### config.mk
export PLATFORM = sky130hd
export DESIGN_NAME = lsu_sequencer_flat
export DESIGN_NICKNAME = d
export VERILOG_FILES = /design/src/rtl/lsu_sequencer_if.sv /design/src/rtl/lsu_sequencer.sv /design/src/flat_wrapper.sv
export SDC_FILE = /design/constraint.sdc
export NUM_CORES = 1
export LEC_CHECK = 0
export CAP_MARGIN = 15
export CORE_MARGIN = 5
export CORE_UTILIZATION = 40
export CTS_BUF_LIST = sky130_fd_sc_hd__clkbuf_8
export DETAILED_ROUTE_END_ITERATION = 7
export GPL_ROUTABILITY_DRIVEN = 0
export MAX_ROUTING_LAYER = met4
export SLEW_MARGIN = 20
export SYNTH_ARGS = -nofsm -noshare
export SYNTH_HDL_FRONTEND = slang
export SYNTH_SLANG_ARGS = --single-unit
### constraint.sdc
create_clock -name clk -period 2.45 [get_ports clk]
set_clock_uncertainty 0.1 [all_clocks]
set_input_delay 0.245 -clock clk [delete_from_list [all_inputs] [get_ports clk]]
set_output_delay 0.245 -clock clk [all_outputs]
set_load 0.01 [all_outputs]
### src/rtl/lsu_sequencer_if.sv
// Load/store sequencer bus bundle: CPU request/response channel plus the memory data port.
// Handshake: a request transfers on a posedge where req_valid && req_ready; resp_valid is a
// single-cycle pulse with no backpressure, and the memory side has no handshake at all.
interface lsu_sequencer_if;
  logic        req_valid;
  logic        req_ready;
  logic        req_we;
  logic [2:0]  req_op;
  logic [31:0] req_addr;
  logic [31:0] req_wdata;
  logic        resp_valid;
  logic [31:0] resp_rdata;
  logic        busy;
  logic        mem_we;
  logic [2:0]  mem_op;
  logic [31:0] mem_addr;
  logic [31:0] mem_wd;
  logic        mem_addrsrc;
  logic [31:0] mem_rd;

  // master is the environment (CPU datapath plus memory); slave is the sequencer
  modport master (
    output req_valid, req_we, req_op, req_addr, req_wdata, mem_rd,
    input  req_ready, resp_valid, resp_rdata, busy,
    input  mem_we, mem_op, mem_addr, mem_wd, mem_addrsrc
  );

  modport slave (
    input  req_valid, req_we, req_op, req_addr, req_wdata, mem_rd,
    output req_ready, resp_valid, resp_rdata, busy,
    output mem_we, mem_op, mem_addr, mem_wd, mem_addrsrc
  );
endinterface

### src/rtl/lsu_sequencer.sv
// Load/store sequencer: aligned accesses go out natively, misaligned ones become two word
// accesses (plus read-modify-write for stores); one response pulse per accepted request.
module lsu_sequencer (
  input  logic             clk,
  input  logic             reset_n,
  lsu_sequencer_if.slave   bus,
  output logic [2:0]       dbg_state
);

  typedef enum logic [2:0] {
    IDLE = 3'd0,
    ACC  = 3'd1,
    RD0  = 3'd2,
    RD1  = 3'd3,
    WR0  = 3'd4,
    WR1  = 3'd5,
    RESP = 3'd6
  } state_t;

  state_t      state, state_nx;
  logic        r_we, r_mis;
  logic [2:0]  r_op;
  logic [31:0] r_addr, r_wdata, w0, w1;
  logic        req_half, req_byte, req_mis, r_half;
  logic [2:0]  req_op_n;
  logic [5:0]  sh;
  logic [63:0] st_data, st_mask, merged;
  logic [31:0] ld_word, ld_result;
  logic [31:0] word0_addr, word1_addr;
  logic        we_raw, ready;
  logic [2:0]  op_o;
  logic [31:0] addr_o, wd_o;
  logic        addrsrc_o;

  assign req_half = (bus.req_op == 3'b010) || (bus.req_op == 3'b101);
  assign req_byte = (bus.req_op == 3'b001) || (bus.req_op == 3'b100);
  // Unlisted op codes are folded to word at accept time so later logic sees only legal codes.
  assign req_op_n = (req_half || req_byte) ? bus.req_op : 3'b011;
  assign req_mis  = req_byte ? 1'b0
                  : req_half ? (bus.req_addr[1:0] == 2'b11)
                  : (bus.req_addr[1:0] != 2'b00);

  assign r_half     = (r_op == 3'b010) || (r_op == 3'b101);
  assign sh         = {r_addr[1:0], 3'b000};
  assign word0_addr = {r_addr[31:2], 2'b00};
  assign word1_addr = {r_addr[31:2] + 30'd1, 2'b00};

  // {w1,w0} is the 8-byte window holding the misaligned datum at byte offset r_addr[1:0].
  assign st_data = {32'd0, r_wdata} << sh;
  assign st_mask = (r_half ? 64'h0000_0000_0000_ffff : 64'h0000_0000_ffff_ffff) << sh;
  assign merged  = ({w1, w0} & ~st_mask) | (st_data & st_mask);
  assign ld_word = 32'({w1, w0} >> sh);

  always_comb begin
    ld_result = ld_word;
    if (!r_mis)                ld_result = w0;
    else if (r_op == 3'b010)   ld_result = {{16{ld_word[15]}}, ld_word[15:0]};
    else if (r_op == 3'b101)   ld_result = {16'd0, ld_word[15:0]};
  end

  always_comb begin
    state_nx  = state;
    ready     = 1'b0;
    we_raw    = 1'b0;
    op_o      = 3'b000;
    addr_o    = 32'd0;
    wd_o      = 32'd0;
    addrsrc_o = 1'b1;
    case (state)
      IDLE: begin
        ready     = 1'b1;
        addrsrc_o = 1'b0;
        if (bus.req_valid) state_nx = req_mis ? RD0 : ACC;
      end
      ACC: begin
        op_o     = r_op;
        addr_o   = r_addr;
        wd_o     = r_wdata;
        we_raw   = r_we;
        state_nx = RESP;
      end
      RD0: begin
        op_o     = 3'b011;
        addr_o   = word0_addr;
        state_nx = RD1;
      end
      RD1: begin
        op_o     = 3'b011;
        addr_o   = word1_addr;
        state_nx = r_we ? WR0 : RESP;
      end
      WR0: begin
        op_o     = 3'b011;
        addr_o   = word0_addr;
        wd_o     = merged[31:0];
        we_raw   = 1'b1;
        state_nx = WR1;
      end
      WR1: begin
        op_o     = 3'b011;
        addr_o   = word1_addr;
        wd_o     = merged[63:32];
        we_raw   = 1'b1;
        state_nx = RESP;
      end
      RESP:    state_nx = IDLE;
      default: state_nx = IDLE;
    endcase
  end

  always_ff @(posedge clk) begin
    if (!reset_n) begin
      state          <= IDLE;
      r_we           <= 1'b0;
      r_mis          <= 1'b0;
      r_op           <= 3'b000;
      r_addr         <= 32'd0;
      r_wdata        <= 32'd0;
      w0             <= 32'd0;
      w1             <= 32'd0;
      bus.resp_valid <= 1'b0;
      bus.resp_rdata <= 32'd0;
    end else begin
      state          <= state_nx;
      bus.resp_valid <= (state == RESP);
      if (state == IDLE && bus.req_valid) begin
        r_we    <= bus.req_we;
        r_mis   <= req_mis;
        r_op    <= req_op_n;
        r_addr  <= bus.req_addr;
        r_wdata <= bus.req_wdata;
      end
      if ((state == ACC && !r_we) || state == RD0) w0 <= bus.mem_rd;
      if (state == RD1)                            w1 <= bus.mem_rd;
      if (state == RESP) bus.resp_rdata <= r_we ? 32'd0 : ld_result;
    end
  end

  // Gating with reset_n keeps a write from committing on the reset edge itself.
  assign bus.mem_we      = we_raw & reset_n;
  assign bus.mem_op      = op_o;
  assign bus.mem_addr    = addr_o;
  assign bus.mem_wd      = wd_o;
  assign bus.mem_addrsrc = addrsrc_o;
  assign bus.req_ready   = ready;
  assign bus.busy        = ~ready;
  assign dbg_state       = state;

endmodule

### src/flat_wrapper.sv
// flat-port wrapper written by rule: the top's interface ports become plain ports
module lsu_sequencer_flat 
  (clk, reset_n, dbg_state, bus_req_valid, bus_req_we, bus_req_op, bus_req_addr, bus_req_wdata, bus_mem_rd, bus_req_ready, bus_resp_valid, bus_resp_rdata, bus_busy, bus_mem_we, bus_mem_op, bus_mem_addr, bus_mem_wd, bus_mem_addrsrc);
  lsu_sequencer_if bus_i ();
  input  logic clk;
  input  logic reset_n;
  output logic [2:0] dbg_state;
  input wire logic [$bits(bus_i.req_valid)-1:0] bus_req_valid;
  input wire logic [$bits(bus_i.req_we)-1:0] bus_req_we;
  input wire logic [$bits(bus_i.req_op)-1:0] bus_req_op;
  input wire logic [$bits(bus_i.req_addr)-1:0] bus_req_addr;
  input wire logic [$bits(bus_i.req_wdata)-1:0] bus_req_wdata;
  input wire logic [$bits(bus_i.mem_rd)-1:0] bus_mem_rd;
  output wire logic [$bits(bus_i.req_ready)-1:0] bus_req_ready;
  output wire logic [$bits(bus_i.resp_valid)-1:0] bus_resp_valid;
  output wire logic [$bits(bus_i.resp_rdata)-1:0] bus_resp_rdata;
  output wire logic [$bits(bus_i.busy)-1:0] bus_busy;
  output wire logic [$bits(bus_i.mem_we)-1:0] bus_mem_we;
  output wire logic [$bits(bus_i.mem_op)-1:0] bus_mem_op;
  output wire logic [$bits(bus_i.mem_addr)-1:0] bus_mem_addr;
  output wire logic [$bits(bus_i.mem_wd)-1:0] bus_mem_wd;
  output wire logic [$bits(bus_i.mem_addrsrc)-1:0] bus_mem_addrsrc;
  assign bus_i.req_valid = bus_req_valid;
  assign bus_i.req_we = bus_req_we;
  assign bus_i.req_op = bus_req_op;
  assign bus_i.req_addr = bus_req_addr;
  assign bus_i.req_wdata = bus_req_wdata;
  assign bus_i.mem_rd = bus_mem_rd;
  assign bus_req_ready = bus_i.req_ready;
  assign bus_resp_valid = bus_i.resp_valid;
  assign bus_resp_rdata = bus_i.resp_rdata;
  assign bus_busy = bus_i.busy;
  assign bus_mem_we = bus_i.mem_we;
  assign bus_mem_op = bus_i.mem_op;
  assign bus_mem_addr = bus_i.mem_addr;
  assign bus_mem_wd = bus_i.mem_wd;
  assign bus_mem_addrsrc = bus_i.mem_addrsrc;
  lsu_sequencer u_core (.clk(clk), .reset_n(reset_n), .bus(bus_i), .dbg_state(dbg_state));
endmodule
Yosys cells after proc, flatten, opt, wreduce, memory -nomap -nowiden
Index checks and enable logic that the tools add are counted.

word-level totals
  logic and storage cells = 67
  output and inout port bits = 107
  flip-flop bits (word level) = 169
  input bits = 103

operators by class
  bitwise gates (word level) = 6
  reductions and logical operators = 15
  equality and inequality tests = 14
  shift-type cells = 3
  add/subtract/negate cells = 1
  mux-type cells = 18

operators with widths
  operator               number
  $pmux 32 s3            2
  $mux 32                5
  $and 64x64->64         2
  $not 64->64            1
  $or 64x64->64          1
  $shl 32x5->64          1
  $shl 64x5->64          1
  $shr 64x5->32          1
  $add 30x1->30 const B  1
  $eq 3x3->1 const B     6
  $pmux 3 s5             1
  $eq 3x2->1 const B     4
  $reduce_or 2->1        4
  $eq 3x1->1 const B     2
  $mux 3                 2
  $pmux 3 s2             1
  $logic_or 1x1->1       5
  $mux 1                 4
  $mux 2                 2
  $reduce_or 4->1        1
  $logic_not 3->1        1
  $eq 2x2->1 const B     1
  $logic_and 1x1->1      2
  $ne 2x2->1 const B     1
  5 further kinds        5

Logic depth before layout (Yosys ltp)
Gate-level depths: netlist (run 1).

  word-level depth = 8
  mapped depth = 9
  gate-level depth less buffers = 6

Worst setup path after synthesis (run 1)
Ideal clock, no wire load.

  path kind = flip-flop to output port
  from = register u_core.state[0] (netlist: u_core.dbg_state[0])
  to = output port bus_mem_addr[21]
  cell stages (with the launch flop) = 6
  arrival = 1.866 ns
  setup slack = 0.239 ns
  data required time = 2.105 ns
  path buffers = 3
  path through = dfxtp_1 > buf_2 > buf_2 > buf_1 > a21oi_1 > a2111oi_0

between the ends
  word-level cells in the longest chain between the ends = 3
  elaborated cells between the ends (all ways) = 8
  classes of those cells = eq/ne (5); mux (1); reduce/logical (2)

RTL lines
  what                                             RTL line              RTL
  start, declared                                  lsu_sequencer.sv:20   state_t state, state_nx;
  start signal, assigned                           lsu_sequencer.sv:124  state <= state_nx;
  $eq 3x3->1 / $eq 3x2->1 (equally long branches)  lsu_sequencer.sv:69   case (state)
  $reduce_or 2->1 (no source line)                 --
  $pmux 32 s3 *                                    lsu_sequencer.sv:69
  end, declared                                    flat_wrapper.sv:20    output wire logic [$bits(bus_i.mem_addr)-1:0] bus_mem_addr;

Every way passes the cells marked *; elsewhere a longest branch is shown, timed or not.

Final worst setup path (run 1)
  from = register u_core.r_op[1]
  to = output port bus_mem_wd[24]

between the ends
  word-level cells in the longest chain between the ends = 8
  elaborated cells between the ends (all ways) = 10
  classes of those cells = eq/ne (2); shift (1); mux (2); bitwise (4); reduce/logical (1)

RTL lines
  what                                             RTL line              RTL
  start, declared                                  lsu_sequencer.sv:22   logic [2:0] r_op;
  start signal, assigned                           lsu_sequencer.sv:129  r_op <= req_op_n;
  $eq 3x2->1 / $eq 3x3->1 (equally long branches)  lsu_sequencer.sv:43   assign r_half = (r_op == 3'b010) || (r_op == 3'b101);
  $logic_or 1x1->1 *                               lsu_sequencer.sv:43
  $mux 32 *                                        lsu_sequencer.sv:50   assign st_mask = (r_half ? 64'h0000_0000_0000_ffff : 64'h0000_0000_ffff_ffff) << sh;
  $shl 64x5->64 *                                  lsu_sequencer.sv:50
  $not 64->64                                      lsu_sequencer.sv:51   assign merged = ({w1, w0} & ~st_mask) | (st_data & st_mask);
  $and 64x64->64                                   lsu_sequencer.sv:51
  $or 64x64->64 *                                  lsu_sequencer.sv:51
  $pmux 32 s3 *                                    lsu_sequencer.sv:69
  end, declared                                    flat_wrapper.sv:21    output wire logic [$bits(bus_i.mem_wd)-1:0] bus_mem_wd;

Marks and branches as above.

==> results.sh, run 1 <==
export IMPL_hold_path_cell_count=2
export IMPL_syn_area_um2=10300
export IMPL_ff2ff_setup_slack_ns=0.11
export IMPL_setup_viol=47
export IMPL_max_cap_viol_count=0
export IMPL_clock_latency_ns=0.48
export IMPL_critical_path_arrival_ns=2.40
export IMPL_yosysTopAreaCellShare_pct=32.9
export IMPL_clk_pin_slew_ns=0.10
export IMPL_met2_length_um=21100
export IMPL_ir_drop_mv=0.341
export IMPL_start_util_pct=40.8
export IMPL_fmax_mhz=364
export IMPL_grt_pass1_vias=11900
export IMPL_period_share_pct=112
export IMPL_vias=12400
export IMPL_hp_class="in -> reg"
export IMPL_rsz0062_at_grt="true"
export IMPL_m1WireLength_um=19000
export IMPL_post_route_min_period_ns=2.75
export IMPL_rr_worst_depth=7
export IMPL_fp_dieH_um=170
export IMPL_dr_wl_met3_um=4810
export IMPL_start_kind="register"
export IMPL_slew_headroom_pct=52.5
export IMPL_synth_cell_types=71
export IMPL_hold_end="u_core.bus.resp_valid"
export IMPL_final_core_util_pct=63.5
export IMPL_die_w_um=170
export IMPL_violations="negative setup slack"
export IMPL_worstHoldStart="reset_n"
export IMPL_yosysWarningCount=0
export IMPL_highest_layer="met4"
export IMPL_dpl_cell_area_um2=13900
export IMPL_final_nets=1822
export IMPL_grt_ovfl_total=0
export IMPL_vias_per_cell=6.01
export IMPL_numCtsBuffers=17
export IMPL_synth_top_flop_cell="dfxtp_1"
export IMPL_synth_edf_count=0
export IMPL_dieArea_um2=29000
export IMPL_hold_violations=0
export IMPL_cts_sinks=169
export IMPL_leakage_nw=6.07
export IMPL_layout_setup_ws_ns=-0.296
export IMPL_syn_inst=1342
export IMPL_worstSetupPathType="reg -> out"
export IMPL_yosysSeqAreaShare_pct=32.9
export IMPL_cp_max_fo=5
export IMPL_antenna_found_initial=1
export IMPL_yosys_top_cells_area="dfxtp_1, nand2_1, a21boi_0, a21oi_1, o21ai_0"
export IMPL_powerDensity_nw_per_um2=582
export IMPL_wl_per_cell_um=23.0
export IMPL_drv_slew=0
export IMPL_drc_errors=0
export IMPL_syn_avg_cell_area_um2=7.67
export IMPL_synth_seq_cells=169
export IMPL_yosysMostFrequentCell="nand2_1"
export IMPL_antenna_left=0
export IMPL_core_region_area_um2=25300
export IMPL_reg2reg_to="u_core.bus.resp_rdata[16]"
export IMPL_route_final_wire_length_um=47500
export IMPL_drive_gt1_share_pct=34.7
export IMPL_cp_required_ns=2.11
export IMPL_r2r_start="u_core.r_addr[0]"
export IMPL_grt_usage_pct=32.4
export IMPL_tightest_slew_ns=0.712
export IMPL_io_pins=210
export IMPL_std_cell_rows=58
export IMPL_stdcell_area_um2=16000
export IMPL_clockBufferDepth=2
export IMPL_status="finished with violations"
export IMPL_dr_pass1_iters=6
export IMPL_io_buffers=209
export IMPL_cts_root_buf="clkbuf_8"
export IMPL_place_ws_ns=-0.475
export IMPL_place_hpwl_um=34000
export IMPL_syn_nets=1446
export IMPL_grt_pass1_wl_um=70700
export IMPL_power_mw=9.34
export IMPL_cts_htree_levels=4
export IMPL_cts_tree="built"
export IMPL_drt_initial_drc_count=1271
export IMPL_async_reset_ff_share_pct=0
export IMPL_nFillCells=2135
export IMPL_synth_top_cell_by_area="dfxtp_1"
export IMPL_grt_max_degree=81
export IMPL_cp_end_kind="primary output"
export IMPL_syn2layout_area_growth_pct=55.8
export IMPL_synthTopCellsByCount="nand2_1, dfxtp_1, a21boi_0"
[flip-flops by register name, summed over array words and instances (netlist names)]
signal and count:
u_core.bus.resp_rdata 32, u_core.r_addr 32, u_core.w1 32, u_core.r_op 3, u_core.dbg_state 3, u_core.r_mis 1, u_core.r_wdata 32, u_core.bus.resp_valid 1
u_core.w0 32, u_core.r_we 1
[worst max path at each step]
stage                              from                to  slack, ns  cells past startpoint
finish                   u_core.r_op[1]    bus_mem_wd[24]      -0.30                      8
detailed placement       u_core.r_op[0]    bus_mem_wd[27]      -0.47                      8
global placement         u_core.r_op[0]    bus_mem_wd[29]      -0.49                      8
global route             u_core.r_op[1]     bus_mem_wd[0]      -0.32                      9
floorplan           u_core.dbg_state[0]  bus_mem_addr[21]       0.24                      5
CTS                      u_core.r_op[0]    bus_mem_wd[18]      -0.24                      9
[layout by cell type, fill, tap and decap left out, types with 18 or more instances in the layout]
cell type / Yosys / layout
a21oi_2: 1 / 20
mux2i_1: 34 / 34
a211oi_1: 29 / 18
a21boi_0: 133 / 133
buf_2: 34 / 52
buf_6: 0 / 46
and2_1: 22 / 21
clkdlybuf4s50_1: 0 / 140
mux2_2: 32 / 25
o21ai_0: 73 / 43
buf_4: 5 / 204
a22oi_1: 28 / 20
o21ai_1: 10 / 28
nand2_1: 338 / 333
dfxtp_1: 169 / 140
nor2_1: 56 / 40
a21oi_1: 88 / 60
[per-layer routing]
metal,vias up,GRT usage [%]
li1,5555,-
met1,5861,41.6
met2,772,49.1
met3,196,7.25
met4,0,13.8
met5,-,-
[where the power goes]
part / total [mW] / switching, mW / internal [mW]
Clock: 2.22 / 1.19 / 1.03
Sequential: 3.30 / 0.316 / 2.99
Combinational: 3.81 / 2.11 / 1.71
Total: 9.34 / 3.61 / 5.73
[per-stage QoR]
stage / hold WS, ns / TNS (ns) / std cells
floorplan: 0.281 / 0 / 1342
global placement: 0.334 / -6.47 / 1962
detailed placement: 0.344 / -7.56 / 1962
CTS: 0.0757 / -6.33 / 2034
global route: 0.0639 / -12.23 / 2061
finish: 0.0752 / -8.71 / 2061
[repair_timing]
item | 4_1_cts | 5_1_grt
buffers inserted | 45 | 32
endpoints found under the setup margin | 71 | 68
cloned | 4 | 1
gates resized for setup | 479 | 115
hold buffers | 0 | 0
pin swaps | 87 | 53
[final cells by class]
type                       instances  area, um2  area share (%)
antenna                            1       2.50          0.0156
clock inverter                    14        190            1.19
multi-input combinational       1048       7450            46.5
timing repair buffer             474       4260            26.6
clock buffer                      17        234            1.46
tap                              330        413            2.57
sequential                       169       3450            21.5
inverter                           8       33.8           0.211
[cell families after synthesis]
| logic type | share of synthesized area, % |
|---|---|
| buffers and inverters | 5.17 |
| AOI/OAI and AO/OA | 29.7 |
| muxes | 10.1 |
| adders and majority gates | 0.122 |
| and+or+nand+nor | 21.6 |
| DFF | 32.9 |
| xor gates and xnor gates | 0.426 |
[worst max-delay path, stage by stage (launching register included)]
cell and delay (ns):
dfxtp_2 0.38, or3b_4 0.48, buf_8 0.17, buf_6 0.11, a21oi_4 0.15, a211oi_2 0.06, a21oi_2 0.27, a2111oi_4 0.14
buf_2 0.16
(Power assumes the default switching activity.)
==> run 2: changes to the inputs <==
Settings changed: CELL_PAD_IN_SITES_DETAIL_PLACEMENT set to 1, CELL_PAD_IN_SITES_GLOBAL_PLACEMENT set to 1, CORE_UTILIZATION 40 to 39, PLACE_DENSITY_LB_ADDON set to 0.1.
Clock period 2.45 ns to 2.9 ns, I/O delays scaled along.
==> results.sh, run 2 (synthesis gave the netlist of run 1 again) <==
export IMPL_layout_setup_ws_ns=-0.000629
export IMPL_antenna_found_initial=5
export IMPL_nFillCells=3179
export IMPL_final_core_util_pct=54.4
export IMPL_leakage_nw=5.14
export IMPL_cp_top_family="compound AO/OA/AOI/OAI gates"
export IMPL_core_region_area_um2=26100
export IMPL_crit_slowest_cell="or3b_4"
export IMPL_grt_max_degree=109
export IMPL_crit_end="bus_mem_wd[25]"
export IMPL_place_hpwl_um=33800
export IMPL_cts_htree_levels=4
export IMPL_instances_no_fill=1934
export IMPL_cts_sinks=169
export IMPL_clock_latency_ns=0.48
export IMPL_drt_initial_drc_count=1219
export IMPL_drc_errors=0
export IMPL_cts_root_buf="clkbuf_8"
export IMPL_ff2ff_setup_slack_ns=0.45
export IMPL_max_cap_viol_count=0
export IMPL_dr_pass1_iters=5
export IMPL_final_nets=1687
export IMPL_final_common_cell="nand2_1"
export IMPL_r2r_start="u_core.r_addr[0]"
export IMPL_drv_slew=0
export IMPL_hold_violations=0
export IMPL_io_buffers=209
export IMPL_numCtsBuffers=17
export IMPL_post_route_min_period_ns=2.90
export IMPL_vias_per_cell=5.99
export IMPL_reg2reg_to="u_core.bus.resp_rdata[0]"
export IMPL_grt_ovfl_total=0
export IMPL_critical_path_arrival_ns=2.51
export IMPL_startpoint="u_core.r_op[2]"
export IMPL_dieArea_um2=29700
export IMPL_slew_headroom_pct=36.7
export IMPL_grt_usage_pct=31.4
export IMPL_route_final_wire_length_um=46500
export IMPL_fp_dieH_um=172
export IMPL_power_mw=7.30
export IMPL_cts_hold_buf=0
export IMPL_fmax_mhz=345
export IMPL_antenna_left=0
export IMPL_hp_class="in -> reg"
export IMPL_cp_num_buf_inv=2
export IMPL_violations="negative setup slack"
export IMPL_layout_common_cells="nand2_1, clkdlybuf4s50_1, dfxtp_1"
export IMPL_cp_required_ns=2.51
export IMPL_worstSetupPathType="reg -> out"
export IMPL_period_share_pct=100
export IMPL_powerDensity_nw_per_um2=514
export IMPL_drive_gt1_share_pct=20.9
export IMPL_setup_viol=1
export IMPL_grt_pass1_wl_um=69200
export IMPL_ir_drop_mv=0.469
export IMPL_status="finished with violations"
export IMPL_dpl_cell_area_um2=13200
export IMPL_cp_cell_sequence="or3b_4 -> buf_4 -> a21oi_1 -> a211oi_2 -> a21oi_2 -> a2111oi_4 -> dlygate4sd1_1"
export IMPL_syn2layout_area_growth_pct=37.8
export IMPL_stdcell_area_um2=14200
export IMPL_crit_path_max_incr_delay_ns=0.45
export IMPL_placed_cells=1870
export IMPL_cp_depth=7
export IMPL_start_kind="register"
export IMPL_cp_end_kind="primary output"
export IMPL_vias=11600
export IMPL_rr_worst_depth=7
export IMPL_die_w_um=172
export IMPL_rsz0062_at_grt="true"
export IMPL_tightest_slew_ns=0.949
export IMPL_grt_pass1_vias=11500
export IMPL_clk_pin_slew_ns=0.09
export IMPL_start_util_pct=39.5
export IMPL_clockBufferDepth=2
export IMPL_std_cell_rows=59
export IMPL_cts_tree="built"
export IMPL_cp_max_fo=9
export IMPL_wl_per_cell_um=24.0
export IMPL_io_pins=210
## run 2: changes by cell type in the layout (fill, tap and decap cells not counted), moves of 17 or more
cell / before / now
a21oi_1: 60 / 81
buf_2: 52 / 1
buf_4: 204 / 114
buf_6: 46 / 7
dlygate4sd2_1: 2 / 31
o21ai_0: 43 / 60
## run 2: power breakdown
part | internal (mW) | total, mW | switching (mW)
registers | 2.52 | 2.84 | 0.318
clock network | 0.872 | 1.88 | 1.01
logic | 1.06 | 2.58 | 1.51
total | 4.46 | 7.30 | 2.84
## run 2: layer usage
metal,up-vias,share of wire (%),track usage (%)
met5,-,0,-
met4,0,2.7,9.26
met3,92,8.9,5.42
met2,565,45,47.7
met1,5640,43,42.9
li1,5287,-,-
## run 2: how the worst min path moves through the flow
stage                                    startpoint                   endpoint  cells after the start
after floorplan                       bus_req_valid        u_core.dbg_state[1]                      2
after global placement    u_core.bus.resp_rdata[13]  u_core.bus.resp_rdata[13]                      2
after detailed placement   u_core.bus.resp_rdata[7]   u_core.bus.resp_rdata[7]                      2
after CTS                                   reset_n        u_core.dbg_state[1]                      3
after global routing                        reset_n        u_core.dbg_state[1]                      3
final                                       reset_n        u_core.dbg_state[1]                      3
## run 2: worst register-to-register path: stages, from the launching register on
cell,delay [ns]
dfxtp_4,0.37
buf_4,0.17
buf_4,0.24
o21ai_2,0.71
buf_4,0.33
a211oi_1,0.06
a21oi_1,0.23
o21ai_0,0.11
## run 2: area by class of cell
cell class | instances | area (um2) | area share [%]
multi-input cells | 1048 | 6750 | 47.6
flip-flops and latches | 169 | 3450 | 24.3
well taps | 335 | 419 | 2.95
diodes | 4 | 10.0 | 0.0706
clock inverters | 14 | 184 | 1.30
inverters | 8 | 33.8 | 0.238
clock buffers | 17 | 234 | 1.65
repair buffers | 339 | 3100 | 21.9
## run 2: per-stage QoR
stage               hold WS, ns   TNS [ns]  worst slack (ns)
floorplan                 0.326          0             0.644
global placement          0.334    -0.0295           -0.0158
detailed placement        0.343   -0.00288          -0.00288
CTS                      0.0573    -0.0214           -0.0214
global route             0.0581     -0.498           -0.0835
finish                   0.0727  -0.000629         -0.000629
## run 2: repair_timing
| action | CTS | global route |
|---|---|---|
| buffers inserted | 20 | 9 |
| endpoints found under the setup margin | 60 | 42 |
| pin swaps | 10 | 17 |
| resized for setup | 156 | 82 |
